`config.mk`:
```
export PLATFORM = sky130hd
export DESIGN_NAME = axi_ocp_rd_bridge
export DESIGN_NICKNAME = d
export VERILOG_FILES = /design/src/rtl/axi_ocp_pkg.sv /design/src/rtl/ocp_rsp_fifo.sv /design/src/rtl/axi_ocp_rd_bridge.sv
export SDC_FILE = /design/constraint.sdc
export NUM_CORES = 1
export LEC_CHECK = 0
export CAP_MARGIN = 20
export CORE_MARGIN = 2
export CORE_UTILIZATION = 50
export CTS_BUF_LIST = sky130_fd_sc_hd__clkbuf_4
export DETAILED_ROUTE_END_ITERATION = 8
export MAX_ROUTING_LAYER = met4
export PLACE_DENSITY = 0.8
export SLEW_MARGIN = 20
export SYNTH_ARGS = -nofsm -noshare
export SYNTH_HDL_FRONTEND = slang
export SYNTH_SLANG_ARGS = --single-unit
```
`constraint.sdc`:
```
create_clock -name clk -period 8.2 [get_ports clk]
set_input_delay 2.46 -clock clk [delete_from_list [all_inputs] [get_ports clk]]
set_output_delay 2.46 -clock clk [all_outputs]
set_load 0.02 [all_outputs]
```
`src/rtl/axi_ocp_pkg.sv`:
```
// Shared types for the AXI3 read-slave to OCP read-master bridge.
// Holds the OCP/AXI encodings, the FSM state type and the response mapping.
package axi_ocp_pkg;

    typedef enum logic [2:0] {
        OcpCmdIdle = 3'd0,
        OcpCmdWr   = 3'd1,
        OcpCmdRd   = 3'd2
    } ocp_cmd_e;

    typedef enum logic [1:0] {
        OcpRespNull = 2'd0,
        OcpRespDva  = 2'd1,
        OcpRespFail = 2'd2,
        OcpRespErr  = 2'd3
    } ocp_resp_e;

    typedef enum logic [1:0] {
        AxiBurstFixed = 2'd0,
        AxiBurstIncr  = 2'd1,
        AxiBurstWrap  = 2'd2,
        AxiBurstRsvd  = 2'd3
    } axi_burst_e;

    typedef enum logic [1:0] {
        AxiRespOkay   = 2'd0,
        AxiRespExokay = 2'd1,
        AxiRespSlverr = 2'd2,
        AxiRespDecerr = 2'd3
    } axi_resp_e;

    typedef enum logic [1:0] {
        RdIdle  = 2'd0,
        RdCmd   = 2'd1,
        RdDrain = 2'd2
    } rd_state_e;

    function automatic axi_resp_e ocp_to_axi_resp(input ocp_resp_e resp);
        axi_resp_e axi;
        case (resp)
            OcpRespFail: axi = AxiRespSlverr;
            OcpRespErr:  axi = AxiRespDecerr;
            default:     axi = AxiRespOkay;
        endcase
        return axi;
    endfunction

endpackage

```
`src/rtl/ocp_rsp_fifo.sv`:
```
// Registered synchronous FIFO buffering OCP read responses until the AXI R channel takes them.
// Push while full is accepted only together with a pop.
module ocp_rsp_fifo #(
    parameter int unsigned W     = 34,
    parameter int unsigned DEPTH = 4
) (
    input  logic                     clk_i,
    input  logic                     rst_ni,
    input  logic                     push_i,
    input  logic [W-1:0]             wdata_i,
    input  logic                     pop_i,
    output logic [W-1:0]             rdata_o,
    output logic                     full_o,
    output logic                     empty_o,
    output logic [$clog2(DEPTH):0]   count_o
);

    localparam int unsigned PW = $clog2(DEPTH);
    localparam logic [PW:0] DepthLim = (PW+1)'(DEPTH);

    logic [W-1:0] mem_q [DEPTH];
    logic [PW:0]  wr_ptr_q, rd_ptr_q;
    logic         wr_en, rd_en;

    assign count_o = wr_ptr_q - rd_ptr_q;
    assign full_o  = (count_o == DepthLim);
    assign empty_o = (count_o == '0);
    assign wr_en   = push_i && (!full_o || pop_i);
    assign rd_en   = pop_i && !empty_o;
    assign rdata_o = mem_q[rd_ptr_q[PW-1:0]];

    always_ff @(posedge clk_i or negedge rst_ni) begin
        if (!rst_ni) begin
            wr_ptr_q <= '0;
            rd_ptr_q <= '0;
            for (int i = 0; i < int'(DEPTH); i++) begin
                mem_q[i] <= '0;
            end
        end else begin
            if (wr_en) begin
                mem_q[wr_ptr_q[PW-1:0]] <= wdata_i;
                wr_ptr_q                <= wr_ptr_q + (PW+1)'(1);
            end
            if (rd_en) begin
                rd_ptr_q <= rd_ptr_q + (PW+1)'(1);
            end
        end
    end

endmodule

```
`src/rtl/axi_ocp_rd_bridge.sv`:
```
// AXI3 read slave to OCP read master: each AR burst becomes ARLEN+1 single-beat OCP reads,
// responses are buffered and returned as R beats. One burst in flight.
module axi_ocp_rd_bridge
    import axi_ocp_pkg::*;
#(
    parameter int unsigned AW         = 32,
    parameter int unsigned DW         = 32,
    parameter int unsigned FIFO_DEPTH = 4
) (
    input  logic          clk,
    input  logic          rst,
    input  logic [3:0]    ARID,
    input  logic [AW-1:0] ARADDR,
    input  logic [3:0]    ARLEN,
    input  logic [2:0]    ARSIZE,
    input  logic [1:0]    ARBURST,
    input  logic          ARVALID,
    output logic          ARREADY,
    output logic [3:0]    RID,
    output logic [DW-1:0] RDATA,
    output logic [1:0]    RRESP,
    output logic          RLAST,
    output logic          RVALID,
    input  logic          RREADY,
    output logic [2:0]    MTagID,
    output logic [AW-1:0] MAddr,
    output logic [2:0]    MCmd,
    output logic [DW-1:0] Mdata,
    output logic          MDataValid,
    output logic          MRespAccept,
    input  logic          SCmdAccept,
    input  logic [DW-1:0] Sdata,
    input  logic          SDataAccept,
    input  logic [1:0]    SResp,
    output logic          spurious_rsp
);

    localparam int unsigned CW = $clog2(FIFO_DEPTH) + 1;
    localparam logic [CW:0] DepthLim = (CW+1)'(FIFO_DEPTH);

    rd_state_e     state_q, state_d;
    logic [3:0]    id_q, len_q, cmd_cnt_q, beat_cnt_q;
    logic [2:0]    size_q;
    axi_burst_e    burst_q;
    logic [AW-1:0] addr_q, addr_next, beat_bytes, wrap_mask;
    logic [CW-1:0] outst_q, outst_d, fifo_count;
    logic [CW:0]   inflight;
    logic          spur_q;

    logic          ar_hs, credit, cmd_rd, cmd_acc, last_cmd;
    logic          rsp_valid, push, pop, r_done, fifo_full, fifo_empty;
    ocp_resp_e     rsp;
    logic [1:0]    rsp_axi;
    logic          unused_sdataaccept;

    assign unused_sdataaccept = SDataAccept;

    assign ar_hs     = ARVALID && ARREADY;
    assign inflight  = {1'b0, outst_q} + {1'b0, fifo_count};
    assign credit    = (inflight < DepthLim);
    assign cmd_acc   = cmd_rd && SCmdAccept;
    assign last_cmd  = cmd_acc && (cmd_cnt_q == len_q);
    assign rsp       = ocp_resp_e'(SResp);
    assign rsp_valid = (rsp != OcpRespNull);
    // Only responses that match an issued command enter the buffer.
    assign push      = rsp_valid && MRespAccept && (outst_q != '0);
    assign pop       = RVALID && RREADY;
    assign r_done    = pop && RLAST;
    assign rsp_axi   = ocp_to_axi_resp(rsp);

    always_ff @(posedge clk or negedge rst) begin
        if (!rst) begin
            state_q <= RdIdle;
        end else begin
            state_q <= state_d;
        end
    end

    always_comb begin
        state_d = state_q;
        unique case (state_q)
            RdIdle:  if (ar_hs)    state_d = RdCmd;
            RdCmd:   if (last_cmd) state_d = RdDrain;
            RdDrain: if (r_done)   state_d = RdIdle;
            default: state_d = RdIdle;
        endcase
    end

    always_comb begin
        ARREADY = (state_q == RdIdle);
        cmd_rd  = (state_q == RdCmd) && credit;
        MCmd    = cmd_rd ? OcpCmdRd : OcpCmdIdle;
    end

    // WRAP window is (len+1) beats of 2^size bytes, aligned to its own size.
    always_comb begin
        beat_bytes = AW'(1) << size_q;
        wrap_mask  = ((AW'(len_q) + AW'(1)) << size_q) - AW'(1);
        case (burst_q)
            AxiBurstIncr: addr_next = addr_q + beat_bytes;
            AxiBurstWrap: addr_next = (addr_q & ~wrap_mask) | ((addr_q + beat_bytes) & wrap_mask);
            default:      addr_next = addr_q;
        endcase
    end

    always_comb begin
        outst_d = outst_q;
        if (cmd_acc && !push) begin
            outst_d = outst_q + CW'(1);
        end else if (!cmd_acc && push) begin
            outst_d = outst_q - CW'(1);
        end
    end

    always_ff @(posedge clk or negedge rst) begin
        if (!rst) begin
            id_q       <= '0;
            len_q      <= '0;
            size_q     <= '0;
            burst_q    <= AxiBurstFixed;
            addr_q     <= '0;
            cmd_cnt_q  <= '0;
            beat_cnt_q <= '0;
            outst_q    <= '0;
            spur_q     <= 1'b0;
        end else begin
            if (ar_hs) begin
                id_q       <= ARID;
                len_q      <= ARLEN;
                size_q     <= ARSIZE;
                burst_q    <= axi_burst_e'(ARBURST);
                addr_q     <= ARADDR;
                cmd_cnt_q  <= '0;
                beat_cnt_q <= '0;
            end else begin
                if (cmd_acc) begin
                    addr_q    <= addr_next;
                    cmd_cnt_q <= cmd_cnt_q + 4'd1;
                end
                if (pop) begin
                    beat_cnt_q <= beat_cnt_q + 4'd1;
                end
            end
            outst_q <= outst_d;
            spur_q  <= rsp_valid && (outst_q == '0);
        end
    end

    ocp_rsp_fifo #(
        .W     (DW + 2),
        .DEPTH (FIFO_DEPTH)
    ) u_rsp_fifo (
        .clk_i   (clk),
        .rst_ni  (rst),
        .push_i  (push),
        .wdata_i ({Sdata, rsp_axi}),
        .pop_i   (pop),
        .rdata_o ({RDATA, RRESP}),
        .full_o  (fifo_full),
        .empty_o (fifo_empty),
        .count_o (fifo_count)
    );

    assign RVALID       = !fifo_empty;
    assign RLAST        = RVALID && (beat_cnt_q == len_q);
    assign RID          = id_q;
    assign MTagID       = id_q[2:0];
    assign MAddr        = addr_q;
    assign Mdata        = '0;
    assign MDataValid   = 1'b0;
    assign MRespAccept  = !fifo_full;
    assign spurious_rsp = spur_q;

endmodule

```
== After elaboration in Yosys (flattened, before gate mapping) ==
Cells that the tools add are included.
Operators by class
  shift-type cells: 2
  magnitude comparators: 4
  add/subtract/negate cells: 11
  multiplexer cells: 21
  bitwise logic cells: 6
  eq/ne operators: 12
  reduce and logical (&&, ||, !) cells: 31
Operator list (count)
  136-bit bitwise mux: 1
  34-bit 2-to-1 mux: 3
  34-bit binary-select mux with 2-bit select: 1
  34-bit demux with 2-bit select: 1
  32-bit AND: 2
  32-bit 2-to-1 mux: 2
  32-bit case mux with 2 select lines: 1
  32-bit adder: 1
  32-bit inverter: 1
  32-bit OR: 1
  1-bit by 3-bit left shift with 32-bit output, first input constant: 1
  5-bit by 3-bit left shift with 32-bit output: 1
  32-bit by 1-bit subtractor with 32-bit output, second input constant: 1
  4-bit 2-to-1 mux: 4
  1-bit logical AND: 15
  3-bit by 1-bit adder with 3-bit output, second input constant: 3
  4-bit by 1-bit adder with 4-bit output, second input constant: 2
  2-bit equality test, second input constant: 4
  4-bit equality test: 2
  2-bit 2-to-1 mux: 4
  2-bit nonzero test: 4
  3-bit greater-or-equal comparator, second input constant: 2
  3-bit logical NOT: 2
  3-bit 2-to-1 mux: 2
  19 further kinds: 26
Storage, ports and cells
  input bits: 85
  output and inout port bits: 114
  register bits: 201

== Logic depth before layout (Yosys ltp) ==
  depth after elaboration: 9
  depth in mapped cells: 17

== Cells and area by module ==
A second synthesis with hierarchy kept.
Unflattened totals
  cells, all modules: 901
  area, all modules: 10916.7 µm²
By module, submodules not included
  ocp_rsp_fifo: instances 1, sequential area each 3553.4 µm², area each 6488.7 µm², cells an instance 370
  axi_ocp_rd_bridge: instances 1, sequential area each 1476.4 µm², area each 4428.0 µm², cells an instance 531

== Worst setup path before layout ==
Ideal clock, no wire load.
  path kind: flip-flop to output port
  start: register u_rsp_fifo.rd_ptr_q[1]
  end: output port MCmd[1]
  arrival time: 2714 ps
  required time: 5740 ps
  stages on the path, launching flop included: 11
  slack: 3026 ps
  path buffers: 3
  cell sequence: dfrtp_1 clkbuf_1 clkbuf_1 inv_1 fa_1 xor2_1 xnor2_1 ha_1 or3_1 a311oi_2 buf_4
Between the ends
  cells in the longest elaborated chain, start to end: 5
RTL lines
  from (decl): RTL line ocp_rsp_fifo.sv:22  | logic [PW:0] wr_ptr_q, rd_ptr_q;
  from (signal assigned): RTL line ocp_rsp_fifo.sv:45  | rd_ptr_q <= rd_ptr_q + (PW+1)'(1);
  3-bit subtractor: RTL line ocp_rsp_fifo.sv:25  | assign count_o = wr_ptr_q - rd_ptr_q;
  3-bit by 3-bit adder with 4-bit output: RTL line axi_ocp_rd_bridge.sv:59  | assign inflight = {1'b0, outst_q} + {1'b0, fifo_count};
  4-bit by 3-bit less-than comparator with 1-bit output: RTL line axi_ocp_rd_bridge.sv:60  | assign credit = (inflight < DepthLim);
  1-bit logical AND: RTL line axi_ocp_rd_bridge.sv:91  | cmd_rd = (state_q == RdCmd) && credit;
  net cmd_rd: RTL line axi_ocp_rd_bridge.sv:50  | logic ar_hs, credit, cmd_rd, cmd_acc, last_cmd;
  2-bit 2-to-1 mux: RTL line axi_ocp_rd_bridge.sv:92  | MCmd = cmd_rd ? OcpCmdRd : OcpCmdIdle;
  to (decl): RTL line axi_ocp_rd_bridge.sv:27  | output logic [2:0] MCmd,
The timed path passes the listed nets, and every way through them passes these cells.

== Final worst setup path ==
  start: register u_rsp_fifo.rd_ptr_q[0]
  end: output port MCmd[1]
Between the ends
  cells in the longest elaborated chain, start to end: 5
RTL lines (RTL line)
  3-bit subtractor: ocp_rsp_fifo.sv:25
  3-bit by 3-bit adder with 4-bit output: axi_ocp_rd_bridge.sv:59
  4-bit by 3-bit less-than comparator with 1-bit output: axi_ocp_rd_bridge.sv:60
  1-bit logical AND: axi_ocp_rd_bridge.sv:91
  2-bit 2-to-1 mux: axi_ocp_rd_bridge.sv:92
Every way passes these cells.

==> metrics.cfg <==
[power_and_ir_drop]
powerDensity_mw_per_mm2=466
p_leak_nw=5.50
peakVddDrop_mv=0.308

[layout]
drive_gt1_share_pct=25.3
stdcell_count=1368
utilization_pct=61.6
syn_to_final_growth_pct=21.5
nets=1177

[synth]
postSynthCellCount=894
ys_types=67
yosysSeqAreaShare_pct=47.5
synth_warnings=0
yosys-top-cells-area=dfrtp_1, mux2_2, mux4_2
yosys.area.top_type=dfrtp_1
ys_async_sr_fraction_pct=100
synth_area_mm2=0.0106
synth_edf_count=0
synthTopCellsByCount=dfrtp_1, mux2_2, nand2_1
synth_flop_cell=dfrtp_1
yosysMostFrequentCell=dfrtp_1
synth_top_area_share_pct=47.5
ys_ff_latch=201
postSynthAreaPerCell_um2=11.8

[min_path]
hold_path.class=reg2reg

[cts]
htreeDepth=2
ctsHoldBuffers=0
cts_buffers=51
post-cts-setup-buffers=0
ctsRootBufferMaster=clkbuf_4
cts_tree=built
clk_latency_ns=0.66
clockBufferDepth=3
clk_pin_slew_ns=0.06
cts_resized=0
clock_sinks=201

[setup_path]
cp_max_fo=37
path_common_cell=ha_1
arrival_ns=4.05
critPathMaxStageDelay_ns=0.66
path_cells=buf_4 -> ha_1 -> inv_1 -> fa_1 -> xor2_1 -> xnor2_1 -> ha_1 -> or3_1 -> a311oi_2 -> clkdlybuf4s50_1
crit_type=reg2out
worstSetupEndpointType=primary output
critPathRequiredTime_ns=5.74
crit_family=buffers and inverters
worstPathBufferInverterCount=3
crit_slowest_cell=clkdlybuf4s50_1
critPathLaunchType=flip-flop

[timing]
finClkSkew_ns=0.0313
min_period_over_period_pct=79.4
fmax_mhz=154
setup_viol_count_final=0
finalHoldViolCount=0
slew_violations=0
tightest_slew_ns=0.892
fin_hold_ws_ns=0.476
rsz0062_at_grt=false
min_period_ns=6.51
fin_tns_setup_ns=0
fin_ws_ns=1.69
slew_headroom_pct=40.5

[place]
gp_congestion=0.892
place_inst=1289
dp_hpwl_mm=15.8
port_buffers=162
pre_cts_ws_ns=2.27

[floorplan]
row_count=53
fp.dieH_um=149
io_pins=199
coreArea_mm2=0.0209
die_w_um=149
dieArea_mm2=0.0223
start_util_pct=50.6

[global_routing]
grt_pass1_wl_mm=38.3
grt_overflow=0
grt_pass1_vias=7767
grt_use_total_pct=22.2
grt_max_degree=81
antenna_found_initial=1

[drt]
dr.pass1.iters=4
route.vias.total=7365
drc=0
wl_per_cell_um=17.2
ant_nets=0
drt-initial-drc-count=331
via_per_inst=5.38
routed_wl_mm=23.5

[run_status]
status=finished clean

[flow_run]
max_cap_viol_count=0

==> report_power, final <==
group          internal [mW]  switching (mW)  leakage [nW]  total (mW)
combinational           1.69            1.61          2.76        3.30
clock                  0.420           0.389         0.353       0.809
sequential              1.50           0.379          2.39        1.88
==> final cells by class <==
class | instances | area [um^2]
timing repair buffer | 172 | 1700
inverter | 19 | 71.3
antenna | 1 | 2.50
clock buffer | 70 | 526
fill | 1700 | 8030
clock inverter | 8 | 66.3
sequential | 201 | 5030
multi-input combinational | 622 | 5110
tap | 275 | 344
==> layer usage <==
layer	vias up	global-route usage, %	wire length (um)
met5	-	-	0
met4	0	7.38	482
met3	44	6.13	1790
met2	227	37.1	11600
met1	3616	26.1	9600
li1	3478	-	-
==> worst reg2reg max path, delay by kind of cell, from the launching register on <==
kind | cells | cell delay [ns]
compound gates | 4 | 1.02
xor+xnor | 2 | 0.32
fa+ha+maj | 3 | 0.84
buf+inv | 3 | 0.81
flops | 1 | 0.33
simple gates | 4 | 1.10
==> placed cells by master (no fill, tap or decap), types with 3 or more instances in the layout <==
cell type / Yosys / final
a31oi_1: 5 / 5
nor2_1: 50 / 50
nand3_2: 3 / 3
nand4_1: 13 / 13
a21oi_1: 30 / 30
conb_1: 1 / 35
a211oi_1: 4 / 4
nand3_1: 15 / 15
mux2_2: 133 / 133
mux2i_1: 7 / 7
fa_1: 3 / 3
dfrtp_1: 201 / 200
xnor2_1: 25 / 25
and3_1: 6 / 6
or3_1: 5 / 5
mux4_2: 34 / 34
a21o_1: 5 / 5
nor2b_1: 7 / 7
nor3_1: 6 / 6
nand2b_1: 8 / 8
clkdlybuf4s50_1: 0 / 161
nor4_1: 5 / 5
xor2_1: 32 / 32
and4_4: 3 / 3
o21bai_1: 3 / 3
o21ai_1: 4 / 4
inv_1: 19 / 19
buf_4: 42 / 9
ha_1: 22 / 22
clkbuf_4: 0 / 70
and2_1: 4 / 3
clkinv_1: 0 / 5
nand2_1: 83 / 83
o21ai_0: 34 / 34
==> logic make-up after synthesis <==
group	synth area share (%)
buffers and inverters	5.35
adders and majority gates	3.17
DFF	47.5
other	0.0354
and+or+nand+nor	10.4
AOI/OAI and AO/OA	6.59
muxes	22.1
xor gates and xnor gates	4.87
==> final timing paths <==
path	from	endpoint	slack, ns	depth (start not counted)
worst min-delay path	u_rsp_fifo.mem_q[102]	u_rsp_fifo.mem_q[102]	0.48	2
worst min register to register	u_rsp_fifo.mem_q[102]	u_rsp_fifo.mem_q[102]	0.48	2
max in group asynchronous	rst	async pin	5.24	2
min in group asynchronous	rst	u_rsp_fifo.mem_q[50]	1.78	1
worst max-delay path	u_rsp_fifo.rd_ptr_q[0]	MCmd[1]	1.69	10
worst max register to register	u_rsp_fifo.rd_ptr_q[0]	flip-flop	3.72	16
==> per-stage QoR <==
step                      area, um^2  power, mW
after floorplan                10700       4.13
after global placement         12300       5.09
after detailed placement       12300       5.22
after CTS                      12900       6.05
after global routing           12900       6.42
final                          12900       5.99
Note: power is estimated with default switching activity, not from simulation.
